File: src/rtl/scan_chain_ctrl.sv
// scan_chain_ctrl
//   Scan-test sequencer for a single chain of scan flops. For each pattern it
//   shifts the stimulus in, pulses one capture cycle, and shifts the response
//   out. The response is compared against the pattern's expected value.
//   Unload of pattern n overlaps load of pattern n+1 whenever the next pattern
//   is offered during CAPTURE.
//
// Parameters
//   CHAIN_LEN  flops in the chain; width of pattern/expect/response (>=2)
//   CNT_W      width of pat_count / fail_count
//
// Ports
//   CK, RN                 clock, async active-low reset
//   pat_valid/pat_ready    pattern handshake; pat_data/pat_expect payload
//   SE, SI                 registered scan enable / scan data to the chain
//   SO                     scan out of the last chain flop
//   busy                   sequencer not idle
//   res_valid              one-cycle pulse when an unload completes
//   res_data, res_fail     unloaded response and mismatch flag (held)
//   pat_count              completed patterns (wraps)
//   fail_count             failing patterns (saturates)
//
// Optional build macro SCAN_MISR_EN adds:
//   sig_clr    (in)  clears the signature on the next edge
//   signature  (out) 16-bit MISR over every SO sample taken during unload

module scan_chain_ctrl #(
    parameter int CHAIN_LEN = 8,
    parameter int CNT_W     = 16
) (
    input  logic                 CK,
    input  logic                 RN,
    input  logic                 pat_valid,
    output logic                 pat_ready,
    input  logic [CHAIN_LEN-1:0] pat_data,
    input  logic [CHAIN_LEN-1:0] pat_expect,
    output logic                 SE,
    output logic                 SI,
    input  logic                 SO,
    output logic                 busy,
    output logic                 res_valid,
    output logic [CHAIN_LEN-1:0] res_data,
    output logic                 res_fail,
    output logic [CNT_W-1:0]     pat_count,
    output logic [CNT_W-1:0]     fail_count
`ifdef SCAN_MISR_EN
    ,
    input  logic                 sig_clr,
    output logic [15:0]          signature
`endif
);

    localparam int             CW   = $clog2(CHAIN_LEN);
    localparam logic [CW-1:0]  LAST = CW'(CHAIN_LEN - 1);

    typedef enum logic [1:0] {IDLE, SHIFT, CAPTURE, DRAIN} state_t;

    state_t                 state;
    logic [CW-1:0]          cnt;
    logic                   unl_pend;   // SHIFT also unloads the previous pattern
    logic [CHAIN_LEN-1:0]   ld_sh;      // load shifter, bit 0 = current SI bit
    logic [CHAIN_LEN-1:0]   exp_ld;     // expect of the pattern being loaded
    logic [CHAIN_LEN-1:0]   exp_unl;    // expect of the pattern being unloaded
    logic [CHAIN_LEN-1:0]   resp;

    logic                   accept;
    logic                   sampling;
    logic                   last;
    logic [CHAIN_LEN-1:0]   resp_nx;
    logic                   fail_nx;

    assign accept   = pat_valid & pat_ready;
    assign sampling = ((state == SHIFT) && unl_pend) || (state == DRAIN);
    assign last     = (cnt == LAST);
    assign busy     = (state != IDLE);

    // Response including the sample taken at this edge, so the final SO bit
    // lands in res_data on the completing edge.
    always_comb begin
        resp_nx      = resp;
        resp_nx[cnt] = SO;
    end

    assign fail_nx = (resp_nx != exp_unl);

    always_ff @(posedge CK or negedge RN) begin
        if (!RN) begin
            state      <= IDLE;
            cnt        <= '0;
            unl_pend   <= 1'b0;
            ld_sh      <= '0;
            exp_ld     <= '0;
            exp_unl    <= '0;
            resp       <= '0;
            SE         <= 1'b0;
            SI         <= 1'b0;
            pat_ready  <= 1'b0;
            res_valid  <= 1'b0;
            res_data   <= '0;
            res_fail   <= 1'b0;
            pat_count  <= '0;
            fail_count <= '0;
        end else begin
            res_valid <= 1'b0;

            if (sampling) resp <= resp_nx;

            if (sampling && last) begin
                res_valid <= 1'b1;
                res_data  <= resp_nx;
                res_fail  <= fail_nx;
                pat_count <= pat_count + CNT_W'(1);
                if (fail_nx && (fail_count != '1))
                    fail_count <= fail_count + CNT_W'(1);
            end

            case (state)
                IDLE: begin
                    if (accept) begin
                        state     <= SHIFT;
                        unl_pend  <= 1'b0;
                        cnt       <= '0;
                        SE        <= 1'b1;
                        SI        <= pat_data[0];
                        ld_sh     <= pat_data;
                        exp_ld    <= pat_expect;
                        pat_ready <= 1'b0;
                    end else begin
                        pat_ready <= 1'b1;
                    end
                end
                SHIFT: begin
                    ld_sh <= ld_sh >> 1;
                    if (last) begin
                        state     <= CAPTURE;
                        SE        <= 1'b0;
                        SI        <= 1'b0;
                        pat_ready <= 1'b1;
                    end else begin
                        cnt <= cnt + CW'(1);
                        SI  <= ld_sh[1];
                    end
                end
                CAPTURE: begin
                    // Hand the just-loaded expect to the unload side before a
                    // newly accepted pattern overwrites exp_ld on this edge.
                    exp_unl   <= exp_ld;
                    cnt       <= '0;
                    SE        <= 1'b1;
                    pat_ready <= 1'b0;
                    if (accept) begin
                        state    <= SHIFT;
                        unl_pend <= 1'b1;
                        SI       <= pat_data[0];
                        ld_sh    <= pat_data;
                        exp_ld   <= pat_expect;
                    end else begin
                        state <= DRAIN;
                        SI    <= 1'b0;
                    end
                end
                DRAIN: begin
                    if (last) begin
                        state     <= IDLE;
                        SE        <= 1'b0;
                        pat_ready <= 1'b1;
                    end else begin
                        cnt <= cnt + CW'(1);
                    end
                end
                default: state <= IDLE;
            endcase
        end
    end

`ifdef SCAN_MISR_EN
    // CRC-16/1021 style signature over unload samples; clear wins over update.
    always_ff @(posedge CK or negedge RN) begin
        if (!RN)
            signature <= 16'h0000;
        else if (sig_clr)
            signature <= 16'h0000;
        else if (sampling)
            signature <= {signature[14:0], 1'b0} ^ ({16{signature[15] ^ SO}} & 16'h1021);
    end
`endif

endmodule

File: config.mk
export PLATFORM = sky130hd
export DESIGN_NAME = scan_chain_ctrl
export DESIGN_NICKNAME = d
export VERILOG_FILES = /design/src/rtl/scan_chain_ctrl.sv
export SDC_FILE = /design/constraint.sdc
export NUM_CORES = 1
export LEC_CHECK = 0
export CAP_MARGIN = 20
export CORE_ASPECT_RATIO = 0.8
export CORE_UTILIZATION = 53
export CTS_CLUSTER_SIZE = 8
export DETAILED_ROUTE_END_ITERATION = 16
export PLACE_DENSITY = 0.79
export RECOVER_POWER = 50
export SLEW_MARGIN = 20
export SYNTH_ARGS = -nofsm -noshare
export SYNTH_HDL_FRONTEND = slang
export SYNTH_SLANG_ARGS = --single-unit
File: constraint.sdc
create_clock -name CK -period 2.3 [get_ports CK]
set_input_delay 0.345 -clock CK [delete_from_list [all_inputs] [get_ports CK]]
set_output_delay 0.345 -clock CK [all_outputs]
set_load 0.005 [all_outputs]
==> results of run 1 <==
==> power by group <==
group	switching, mW	leakage (nW)	internal (mW)
registers	0.327	0.977	1.83
clock network	0.501	0.103	0.642
logic	0.992	1.22	1.10
total	1.82	2.29	3.57
==> how the worst max path moves through the flow <==
stage / end / slack (ns) / cells after the start
after floorplan: fail_count[15] / 0.20 / 7
after global placement: fail_count[15] / -0.09 / 8
after detailed placement: fail_count[15] / -0.11 / 9
after CTS: fail_count[1] / 0.005 / 7
after global routing: fail_count[9] / -0.12 / 8
final: fail_count[15] / -0.07 / 7
==> logic make-up after synthesis <==
family / share of synthesized area, %
AND/OR/NAND/NOR: 17.6
flip-flops: 51.3
multiplexers: 12.4
XOR/XNOR: 8.33
AO/OA/AOI/OAI: 5.29
buffers and inverters: 2.32
adder cells (fa/ha/maj): 2.82
==> stage by stage <==
step                utilization (%)  hold slack [ns]  setup slack [ns]
global route                   72.9            0.328            -0.119
global placement               69.3            0.396           -0.0926
floorplan                         -           0.0494             0.195
CTS                            72.7           0.0144           0.00517
finish                         72.9            0.223           -0.0732
detailed placement             69.3            0.402            -0.111
==> cell type report <==
class                           instances  area (um^2)  area share (%)
Clock buffer                           12          145            2.81
Clock inverter                          4         75.1            1.45
Inverter                                6         22.5           0.435
Multi-Input combinational cell        260         1890            36.5
Sequential cell                        82         2050            39.7
Tap cell                               87          109            2.10
Timing Repair Buffer                   95          881            17.0
==> layout by cell type (no fill, tap or decap), drive strengths merged, types with 2 or more instances in the layout <==
cell type and count:
xnor2 15, nor3 9, clkinvlp 2, mux2i 19, bufinv 2, nand3 10
o21ai 9, nor4 9, nor3b 2, nor2b 9, a22o 3, nand3b 5
or2 3, nand2 28, mux2 27, buf 29, clkdlybuf4s50 64, nand4 7
inv 6, clkbuf 14, and3 4, ha 9, a21oi 21, dfrtp 82
or3b 2, nor2 34, xor2 23, nand2b 3
==> flip-flops by register name, summed over array words and instances, names as in the netlist, 2 cells and up <==
register / flops
cnt: 3
exp_ld: 8
exp_unl: 8
fail_count: 16
ld_sh: 7
pat_count: 16
res_data: 8
resp: 8
state: 2
==> routing by layer <==
layer | vias up | part of all wire, %
li1 | 1444 | -
met4 | 0 | 0.29
met3 | 2 | 5.0
met2 | 84 | 47
met1 | 1436 | 47
met5 | - | 0
==> worst register-to-register path: stages, from the launching register on <==
cell and delay, ns:
dfrtp_2 0.46, or3b_4 0.43, a222oi_1 0.34, o2111ai_1 0.25, nor4_4 0.26, buf_12 0.16, nor4_1 0.05, mux2_1 0.31
==> timing repair <==
item	4_1_cts	5_1_grt
setup endpoints to repair	10	20
gates resized for setup	5	3
setup buffers	0	3
pin swaps	1	0
==> results.md, run 1 <==
* First-pass GRT wire length at between 10,000 and 15,000 um
* Crit-path cells: or3b_4, a222oi_1, o2111ai_1, nor4_4, buf_12, nor4_1, mux2_1
* CTS tree: built
* DP Wirelength at 5570 um
* CP max FO at 9
* Clk_lat worst skew at 0.35 ns
* Final hold violation count at 0
* Worst Setup Start Kind: flop
* Post-synth EDFFs at 0
* Htree depth at 3
* Final-layout fill cell count at roughly 500
* Clock Root Buffer: clkbuf_8
* Final Total Pwr at 5.39 mW
* Core ar. at 0.00709 mm^2
* Vias/cell at 5.43
* Non-Filler Instances at 546
* Data required, critical path at 2.53 ns
* Nets at 483
* CTS max path bufs at 2
* Finished Cell Area at 0.00517 mm^2
* Congestion Overflow GR at 0
* IO Port Bufs at 65
* Drt pass-1 iters at 4
* Num CTS Buffers at 9
* Placed insts at 527
* Fmax at 0.421 GHz
* Synthesized area at 0.00400 mm^2
* Wire length per cell at ~14 um
* Post-synth ARST share at 100%
* Synth cell count leaders: 82 x dfrtp_1, 33 x nor2_1, 28 x nand2_1
* Met1 Usage GRT at 29.4%
* HP Class: in -> async
* Placed cell areas at between 0.004 and 0.005 mm^2
* Vias in the first global route at roughly 2,900
* RSZ-0062 raised after global routing: yes
* R2R cell count at 7
* Gpl congestion at 0.919
* Synth Area per Inst at 11.0 um^2
* Die X at a little under 100 um
* Syn Nets at 391
* Clk pin slew, worst setup/hold paths at ~0.080 ns
* Failing checks: setup timing
* Endpoints failing setup at 15
* Rel. slew slack at a little over a fifth
* Synth cell types at between 40 and 50
* # hold bufs at CTS at 0
* Most common cell in the synthesized netlist: dfrtp_1
* Lkg Pwr at 2.29 nW
* Final ANT Viol Nets at 0
* Clock Skews at about 0.0074 ns
* Routed Wire Length at 7880 um
* Seq/Total Area, Yosys at 51.3%
* Worst-Margin Slew at 1.17 ns
* DR vias at 2,966
* Crit path max-delay family: simple AND/OR/NAND/NOR gates
* Tmin final at 2.37 ns
* Worst vdd ir at 0.000765 V
* R2r setup slk at -0.07 ns
* Maxcap violations at 0
* Min setup slack post-route at -0.0732 ns
* Critical path class: reg -> reg
* Antenna violations before repair at 0
* Post-route DRC at 0
* Clock sinks at between 80 and 90
* Slowest cell delay on critical path at 0.46 ns
* Status: finished, violations left
* # rows at 27
* Slew Limit Fails at 0
* Synthesis-to-finish area growth at 29.4%
* Layout cells sized above 1 at 18.5%
* Ant diodes at 0
* Critical Path Start: cnt[0]
* Detailed Route Iter0 Violations at 141
* Grt met3 use at 5.08%
* Ys flop type: dfrtp_1
* Post-synth top area share at roughly half
* Post-Syn Instances at 362
* FF-to-FF Start: cnt[0]
* #FFs+latches synth at 82
* Most area-hungry cell type in the Yosys netlist: dfrtp_1
* Arrival @ worst endpoint at 2.60 ns
* Crit path buffers/inverters at 1
* Die Area at 0.00790 mm^2
* Top Usage Layer GRT: met2
* Period utilization at 103%
* Initial core utilization at 56.3%
* Crit end category: flop
* Die Y-Extent at 79.7 um
* Power per cell area at 1040 mW/mm^2
* Largest net degree at the start of global routing at 50
* M2 GR Usage at between 30 and 40%
* Top-Level Pins at 66
* GRT Util Overall at around 22%
* Synth warn at 0
* Worst reg2reg endpoint: fail_count[15]
* Setup TNS at -0.556 ns
* Largest cells by area after synthesis: dfrtp_1 51%, mux2_2 7.0%, xor2_1 5.0%
* Crit path max-delay cell type: dfrtp_2
(Power assumes the default switching activity.)
==> run 2: changes to the inputs <==
- CORE_MARGIN: default -> 2
- CTS_CLUSTER_SIZE: 8 -> 20
==> run 2 against run 1 <==
Net effect: the flow now finishes without violations; combinational power about the same; sequential share of layout area decreased by 0.19 points; routed wire length increased by 2.9%; utilization decreased by 2.2 points; clock skew increased by 0.0039 ns; clock-buffer cell count decreased by 1; via count increased by 0.34%; sequential cell count unchanged; worst hold slack improved by 0.25 ns; register-to-register slack improved by 0.20 ns; global-route usage decreased by 1.4 points; sequential power about the same; critical endpoint unchanged.
==> results.md, run 2 (synthesized netlist as in run 1, its figures left out) <==
* R2R cell count at 7 (unchanged)
* Gpl congestion at 0.870 (-5.3%)
* R2r setup slk at 0.13 ns (+0.20 ns)
* Worst hold start: pat_count[15]
* Worst vdd ir at 0.000788 V (+3.1%)
* CTS tree: built
* Util after Layout at 70.7% (-2.2 points)
* M2 GR Usage at 34.8% (-1.9 points)
* IO Port Bufs at 65 (unchanged)
* Initial core utilization at 54.3% (-2.0 points)
* Top-Level Pins at 66 (unchanged)
* Wire length per cell at 14.7 um (+1.8%)
* Lkg Pwr at 2.28 nW (-0.60%)
* Endpoints failing setup at 0 (-15)
* Worst-Margin Slew at 0.943 ns (-0.230 ns)
* Detailed Route Iter0 Violations at 144 (+2.1%)
* DP Wirelength at 5940 um (+6.5%)
* Clk_lat worst skew at 0.36 ns (about the same)
* Most frequent cells in the layout: 80 x dfrtp_1, 46 x clkdlybuf4s50_1, 33 x nor2_1, 30 x buf_4, 28 x nand2_1
* Arrival @ worst endpoint at 2.41 ns (-0.19 ns)
* Hold Path Depth at 1
* Fmax at 0.460 GHz (+9.2%)
* Clock Root Buffer: clkbuf_8
* Slowest cell delay on critical path at 0.46 ns (about the same)
* Multi-input gate area at 0.00191 mm^2 (+1.1%)
* Reg area at 0.00205 mm^2 (about the same)
* Data required, critical path at 2.54 ns (about the same)
* Vias in the first global route at 2,886 (+0.94%)
* FF-to-FF Start: cnt[1]
* Biggest regs: fail_count (16), pat_count (16)
* Final ANT Viol Nets at 0 (unchanged)
* Grt met3 use at 4.43% (-0.65 points)
* Core ar. at 0.00736 mm^2 (+3.7%)
* Critical path class: reg -> reg
* HP Class: reg -> reg
* Num CTS Buffers at 9 (unchanged)
* Setup TNS at 0 ns (+0.556 ns)
* CTS max path bufs at 2 (unchanged)
* Rel. slew slack at 37.2% (+15 points)
* Status: finished, final reports clean
* First-pass GRT wire length at 13,500 um (-0.65%)
* Drt pass-1 iters at 4 (unchanged)
* Worst Setup Start Kind: flop
* Layout cells sized above 1 at 19.3% (+0.75 points)
* Post-route DRC at 0 (unchanged)
* Congestion Overflow GR at 0 (unchanged)
* Period utilization at 94.4% (-8.7 points)
* Top Usage Layer GRT: met2
* Final Total Pwr at 5.30 mW (-1.7%)
* Clock Skews at 0.0113 ns (+0.00387 ns)
* CP max FO at 9 (unchanged)
* Worst reg2reg endpoint: fail_count[15]
* Clk pin slew, worst setup/hold paths at 0.09 ns (about the same)
* DR vias at 2,976 (+0.34%)
* GRT Util Overall at 20.8% (-1.4 points)
* Crit end category: flop
* Final-layout fill cell count at 554 (+8.6%)
* Synthesis-to-finish area growth at 30.1%
* Htree depth at 3 (unchanged)
* Met1 Usage GRT at 27.2% (-2.2 points)
* Ant diodes at 0 (unchanged)
* Die X at 101 um (+2.0%)
* Maxcap violations at 0 (unchanged)
* Clock sinks at 82 (unchanged)
* Routed Wire Length at 8110 um (+2.9%)
* Slew Limit Fails at 0 (unchanged)
* Tmin final at 2.17 ns (-0.201 ns)
* Crit path max-delay cell type: or3b_1
* Antenna violations before repair at 0 (unchanged)
* Commonest non-fill, non-tap cell in the layout: dfrtp_1
* Power per cell area at 1020 mW/mm^2 (-2.2%)
* Largest net degree at the start of global routing at 45 (-10%)
* Placed insts at 534 (+1.3%)
* # rows at 28 (+3.7%)
* Die Y-Extent at 81.7 um (+2.5%)
* Worst Hold End: pat_count[15]
* Nets at 486 (+0.62%)
* Final hold violation count at 0 (unchanged)
* Crit-path cells: or3b_1, mux2i_1, nand4_1, nor4_4, buf_12, nor4_2, mux2_1
* Die Area at 0.00826 mm^2 (+4.6%)
* Non-Filler Instances at 552 (+1.1%)
* Vias/cell at 5.39 (-0.75%)
[run 2: report_power, final]
| group | leakage, nW | switching (mW) | internal, mW |
|---|---|---|---|
| clock | 0.0901 | 0.523 | 0.508 |
| sequential | 0.975 | 0.328 | 1.83 |
| combinational | 1.22 | 0.996 | 1.12 |
[run 2: timing repair]
| action | in CTS | in global routing |
|---|---|---|
| hold buffers | 1 | 0 |
| setup buffers | 0 | 1 |
| resized for setup | 0 | 11 |
| endpoints found under the hold margin | 38 | 0 |
| setup endpoints to repair | 0 | 17 |
[run 2: per-stage QoR]
| step | instance area [um^2] | hold WS (ns) | setup slack, ns |
|---|---|---|---|
| detailed placement | 4950 | 0.346 | -0.125 |
| finish | 5200 | 0.468 | 0.128 |
| global route | 5200 | 0.494 | -0.000795 |
| CTS | 5150 | 0.478 | 0.0212 |
| global placement | 4950 | 0.346 | -0.0832 |
| floorplan | 4000 | 0.0494 | 0.195 |
[run 2: how the worst max path moves through the flow]
stage / startpoint / to / slack [ns] / cells after the start
after global placement: SO / fail_count[15] / -0.08 / 8
after floorplan: cnt[0] / fail_count[15] / 0.20 / 7
after CTS: cnt[0] / fail_count[15] / 0.02 / 8
after detailed placement: SO / fail_count[15] / -0.13 / 8
final: cnt[1] / fail_count[15] / 0.13 / 7
after global routing: cnt[0] / fail_count[10] / -0.0008 / 8
[run 2: critical path: cells and delay by family (launching register included)]
| family | cells | cell delay, ns |
|---|---|---|
| buffers and inverters | 1 | 0.17 |
| AND/OR/NAND/NOR | 4 | 0.98 |
| flip-flops | 1 | 0.45 |
| multiplexers | 2 | 0.47 |
[run 2: final cells by class]
class / instances / share of cell area (%)
sequential: 82 / 39.5
multi-input combinational: 260 / 36.7
timing repair buffer: 98 / 17.5
clock buffer: 11 / 2.53
tap: 90 / 2.17
clock inverter: 5 / 1.20
inverter: 6 / 0.433
[run 2: metal layers]
layer  vias up  part of all wire (%)
met5         -                     0
li1       1460                     -
met3         9                   4.0
met4         0                   1.1
met1      1437                    47
met2        70                    48
